`config.mk`:
```
export PLATFORM = sky130hd
export DESIGN_NAME = button_reader
export DESIGN_NICKNAME = d
export VERILOG_FILES = /design/src/rtl/button_reader.sv
export SDC_FILE = /design/constraint.sdc
export NUM_CORES = 1
export LEC_CHECK = 0
export ABC_AREA = 1
export CAP_MARGIN = 25
export CORE_MARGIN = 5
export CORE_UTILIZATION = 35
export CTS_CLUSTER_DIAMETER = 200
export DETAILED_ROUTE_END_ITERATION = 10
export SLEW_MARGIN = 40
export SYNTH_ARGS = -nofsm -noshare
export SYNTH_HDL_FRONTEND = slang
export SYNTH_SLANG_ARGS = --single-unit
```
`constraint.sdc`:
```
create_clock -name i_clock -period 1.95 [get_ports i_clock]
set_input_delay 0.2925 -clock i_clock [delete_from_list [all_inputs] [get_ports i_clock]]
set_output_delay 0.2925 -clock i_clock [all_outputs]
set_load 0.01 [all_outputs]
```
`src/rtl/button_reader.sv`:
```
// Push-button reader: 2-flop synchronizer, 4-state debounce FSM, press/release pulses
// and a wrapping press counter with synchronous clear.
`default_nettype none

module button_reader #(
  parameter int unsigned DEBOUNCE_CYCLES = 4,
  parameter int unsigned COUNT_WIDTH     = 8
) (
  input  logic                   i_clock,
  input  logic                   i_reset_n,
  input  logic                   i_button,
  input  logic                   i_clear,
  output logic                   o_level,
  output logic                   o_press,
  output logic                   o_release,
  output logic [COUNT_WIDTH-1:0] o_count
);

  typedef enum logic [1:0] {
    RELEASED        = 2'd0,
    CONFIRM_PRESS   = 2'd1,
    PRESSED         = 2'd2,
    CONFIRM_RELEASE = 2'd3
  } state_t;

  // Entering a confirm state already counts as the first agreeing sample.
  localparam logic [15:0] CNT_LAST = 16'(DEBOUNCE_CYCLES - 1);

  logic                   ff1_q;
  logic                   ff2_q;
  state_t                 state_q;
  logic [15:0]            cnt_q;
  logic                   level_q;
  logic                   press_q;
  logic                   release_q;
  logic [COUNT_WIDTH-1:0] count_q;
  logic [COUNT_WIDTH-1:0] count_d;
  logic                   press_d;

  always_comb begin
    press_d = (state_q == CONFIRM_PRESS) && ff2_q && (cnt_q == CNT_LAST);
  end

  // Clear takes priority over an increment landing on the same edge.
  always_comb begin
    count_d = count_q;
    if (i_clear) begin
      count_d = '0;
    end else if (press_d) begin
      count_d = count_q + 1'b1;
    end
  end

  always_ff @(posedge i_clock) begin
    if (!i_reset_n) begin
      ff1_q     <= 1'b0;
      ff2_q     <= 1'b0;
      state_q   <= RELEASED;
      cnt_q     <= '0;
      level_q   <= 1'b0;
      press_q   <= 1'b0;
      release_q <= 1'b0;
      count_q   <= '0;
    end else begin
      ff1_q     <= i_button;
      ff2_q     <= ff1_q;
      press_q   <= 1'b0;
      release_q <= 1'b0;
      count_q   <= count_d;
      case (state_q)
        RELEASED: begin
          if (ff2_q) begin
            state_q <= CONFIRM_PRESS;
            cnt_q   <= 16'd1;
          end
        end
        CONFIRM_PRESS: begin
          if (!ff2_q) begin
            state_q <= RELEASED;
            cnt_q   <= '0;
          end else if (cnt_q == CNT_LAST) begin
            state_q <= PRESSED;
            cnt_q   <= '0;
            level_q <= 1'b1;
            press_q <= 1'b1;
          end else begin
            cnt_q <= cnt_q + 16'd1;
          end
        end
        PRESSED: begin
          if (!ff2_q) begin
            state_q <= CONFIRM_RELEASE;
            cnt_q   <= 16'd1;
          end
        end
        CONFIRM_RELEASE: begin
          if (ff2_q) begin
            state_q <= PRESSED;
            cnt_q   <= '0;
          end else if (cnt_q == CNT_LAST) begin
            state_q   <= RELEASED;
            cnt_q     <= '0;
            level_q   <= 1'b0;
            release_q <= 1'b1;
          end else begin
            cnt_q <= cnt_q + 16'd1;
          end
        end
        default: begin
          state_q <= RELEASED;
          cnt_q   <= '0;
          level_q <= 1'b0;
        end
      endcase
    end
  end

  assign o_level   = level_q;
  assign o_press   = press_q;
  assign o_release = release_q;
  assign o_count   = count_q;

endmodule

`default_nettype wire

```
# Word-level counts from Yosys, hierarchy flattened
# Index checks and enable logic that the tools add are counted.
# W data, S select, Z words.
# word_totals
regBits	31
in_bits	4
output_inout_bits	11
# classes
add_sub_neg	2
n_eq_ne	12
muxes	19
bitwise_logic	2
reduce_logical	10
# ops
operator	n
$mux W16	5
$pmux W16 S4	1
$add A16 B1 Y16 const B	1
$eq A16 B2 Y1 const B	1
$mux W2	6
$ne A2 B2 Y1 const B	5
$add A8 B1 Y8 const B	1
$pmux W2 S4	1
$mux W1	5
$reduce_and A5 Y1	1
$eq A2 B2 Y1 const B	2
$reduce_and A4 Y1	1
$ne A3 B2 Y1 const B	1
$ne A3 B3 Y1 const B	1
$reduce_and A3 Y1	1
$reduce_or A3 Y1	1
$eq A2 B1 Y1 const B	1
$logic_and A1 B1 Y1	2
$logic_not A2 Y1	1
$ne A2 B1 Y1 const B	1
$not A1 Y1	2
$pmux W1 S2	1
$reduce_and A2 Y1	1
$reduce_bool A2 Y1	1
$reduce_or A2 Y1	1

# Logic depth before layout (Yosys ltp)
# depth
word_depth	4
ltp_mapped	9

# Worst setup path before layout
# Ideal clock, no wire load.
# synth_timing
kind	flip-flop to flip-flop
start	register cnt_q[0]
end	register cnt_q[10]
setup_ns	0.132
arrival_ns	1.251
required_time_ns	1.818
path_slack_ns	0.567
path_stages_with_launch	10
period_less_slack_ns	1.383
cell_sequence	dfxtp_1 > ha_1 > inv_1 > nor2_1 > nand2_1 > nor2_1 > a21oi_4 > buf_6 > nand2_1 > a21oi_1
# synth_via
elab_chain_len	4
word_cells_on_any_way	6
cone_classes	add/sub (1); eq/ne (1); mux (4)
# synth_lines
element	line	rtl
start: declaration	32	logic [15:0] cnt_q;
start signal: assignment	87	cnt_q <= cnt_q + 16'd1;
start signal: assignment	106	cnt_q <= cnt_q + 16'd1;
$add A16 B1 Y16 / $eq A16 B2 Y1 (equally long branches)	--	
$mux W16 *	81, 100	
$mux W16, on equally long branches	97, 78	
$pmux W16 S4 *	70	case (state_q)
# Every way passes the cells marked *; elsewhere a longest branch is shown, timed or not.
# A chain may end at the register's enable or synchronous reset.

# Worst setup path in the final report
# layout_timing
start	register cnt_q[0]
end	register cnt_q[7]
# Same word-level chain as after synthesis.

==> metrics.txt <==
outcome complete, no violations; fin cells 353; # rows 25; post-DR vias/cell 4.69; hold_buf cts 0; Finished Cell Area 2020 µm²; wire per inst 10.8 µm; worst hold margin 420 ps; Core Region 4750 µm²; total inserted antenna cells 0; WL final 3.80 mm; HPWL after detailed placement 2.87 mm; most common cell after layout, fill and taps aside nand2_1; share of layout cells above drive strength 1 8.39%; CP Max Fanout 15; largest net degree at the start of global routing 17; vias 1654; clk sinks 31; Synth area leaders dfxtp_1 (36%), nand2_1 (18%), inv_1 (7.2%), nor2_1 (7.2%), a21oi_1 (7.0%); syn_area_per_cell 6.45 µm²; root buffer selected by CTS clkbuf_8; top cell family by delay on the critical path compound AO/OA/AOI/OAI gates; Sum Neg Setup Slack 0 ps; post_cts resized 0; Post-synth EDFFs 0; Synth cell types 22; area delta synth->final 18.0%; Cells after DPL 346; pre-CTS WS 332 ps; PwrDens 621 nW/µm²; max-cap violations 0; synthesized area 1720 µm²; clock latency on the worst-skew pair 280 ps; CP bufs+invs 1; post-synthesis sequential area ratio 36.2%; Synth Instances 266; Setup crit start kind flop; most used cell, CP nor2_1; Final setup violation count 0; required time worst endpoint 2160 ps; maximum clock insertion buffer count 2; slowest stage delay, CP 390 ps; Final Cycle Share 83.0%; first-pass GRT wire length 6.96 mm; drt first pass iters 4; clock slew at reported path FFs 60 ps; Peak VDD IR 330 µV; cell taking the most area after synthesis dfxtp_1; die area 6400 µm²; worst-path cell chain ha_1 > inv_1 > nor2_1 > nand2_1 > nor2_1 > a21oi_4 > o21ai_0 > a21oi_1; Worst-Margin Slew 503 ps; most frequent cells in the layout nand2_1 (80), nor2_1 (33), inv_1 (33); top-area cell type share of the netlist area 36.2%; GRT overflow 0; Synth Flop Type dfxtp_1; Crit path arrival time 1820 ps; fin crit period 1620 ps; nets@finish 292; H-Tree Level Count 2; crit path capture type flop; Routed Antenna Nets 0; fmax 618 MHz; port bufs 14; Crit-path slowest cell a21oi_4; syn_nets 272; GPL Wtd Cong 0.899; worst min path class flop to flop; CP Class flop to flop; asr flop ratio synth 0%; antenna violations before repair 0; clk_skew 1.46 ps; placed cell areas 1940 µm²; Die W 80.0 µm; Worst R2R Setup Slack 330 ps; TritonCTS clock tree done; number of buffers added for setup after CTS 0; total track usage 13.5%; # DRC 0; Leak Pwr 0.741 nW; final hold vios 0; RSZ-0062 raised after global routing no; Starting Density 36.1%; I/O Pins 15; fin worst setup slack 331 ps; Rel. slew slack 66.4%; CTS Buf Count 5; flops & latches, synth 31; Initial DRC Count 92; die height 80.0 µm; vias in the first global route 1580; fin. max-slew vios 0; Yosys warnings 0
[area by class of cell]
type	count	area [µm²]
Sequential cell	31	621
Fill cell	526	2730
Clock buffer	6	82.6
Clock inverter	1	5.00
Tap cell	67	83.8
Timing Repair Buffer	17	163
Multi-Input combinational cell	197	942
Inverter	34	128
[per-layer routing]
metal  global-route usage [%]  vias to the layer above  routed length [µm]
met3                     4.06                        9                 103
met2                     21.7                       30                1730
li1                         -                      891                   -
met5                        0                        -                   0
met1                     16.6                      724                1870
met4                     5.74                        0                 100
[path summary, 6_finish.rpt]
path                              start                    end  cells after the start
hold reg to reg        ff1_q$_SDFF_PN0_       ff2_q$_SDFF_PN0_                      2
setup / recovery  cnt_q[0]$_SDFFE_PN0P_  cnt_q[7]$_SDFFE_PN0P_                      8
setup reg to reg  cnt_q[0]$_SDFFE_PN0P_  cnt_q[7]$_SDFFE_PN0P_                      8
hold / removal         ff1_q$_SDFF_PN0_       ff2_q$_SDFF_PN0_                      2
[worst register-to-register path: cells and delay by family (launching register included)]
| kind | cells | cell delay (ps) |
|---|---|---|
| AO/OA/AOI/OAI | 3 | 730 |
| adder cells (fa/ha/maj) | 1 | 270 |
| buffers and inverters | 1 | 70 |
| flip-flops | 1 | 340 |
| AND/OR/NAND/NOR | 3 | 160 |
[cell families (layout without fill, tap and decap cells)]
logic type,Yosys count,after routing,share of synthesized area [%]
buffers and inverters,38,58,8.90
adders and majority gates,2,2,1.46
xor gates and xnor gates,5,5,2.55
DFF,31,31,36.2
and+or+nand+nor,154,154,39.5
AOI/OAI and AO/OA,36,36,11.5
[synthesized netlist by cell type, types with 2 or more instances]
cell type / number
inv_1: 33
nand2_1: 80
xor2_1: 5
dfxtp_1: 31
nand2_2: 3
nand3_2: 6
ha_1: 2
nor3_1: 4
buf_2: 2
nand4_1: 6
o21ai_0: 9
nor2_1: 33
nand3_1: 18
a21oi_1: 24
nor2_2: 3
[through the flow]
step,power (mW),utilization [%]
floorplan,0.739,-
CTS,1.29,42.6
global route,1.33,42.6
global placement,0.766,40.7
detailed placement,0.767,40.7
finish,1.26,42.6
[power breakdown]
part	switching (mW)	internal, mW	total [mW]
Clock	0.231	0.277	0.507
Combinational	0.0632	0.0283	0.0914
Sequential	0.0130	0.646	0.659
[sequential cells by signal (all words and copies together), names as in the netlist, named ones only]
name       flops
o_press        1
o_level        1
o_count        8
ff2_q          1
ff1_q          1
cnt_q         16
state_q        1
o_release      1
Power figures use the tool's default switching activity.
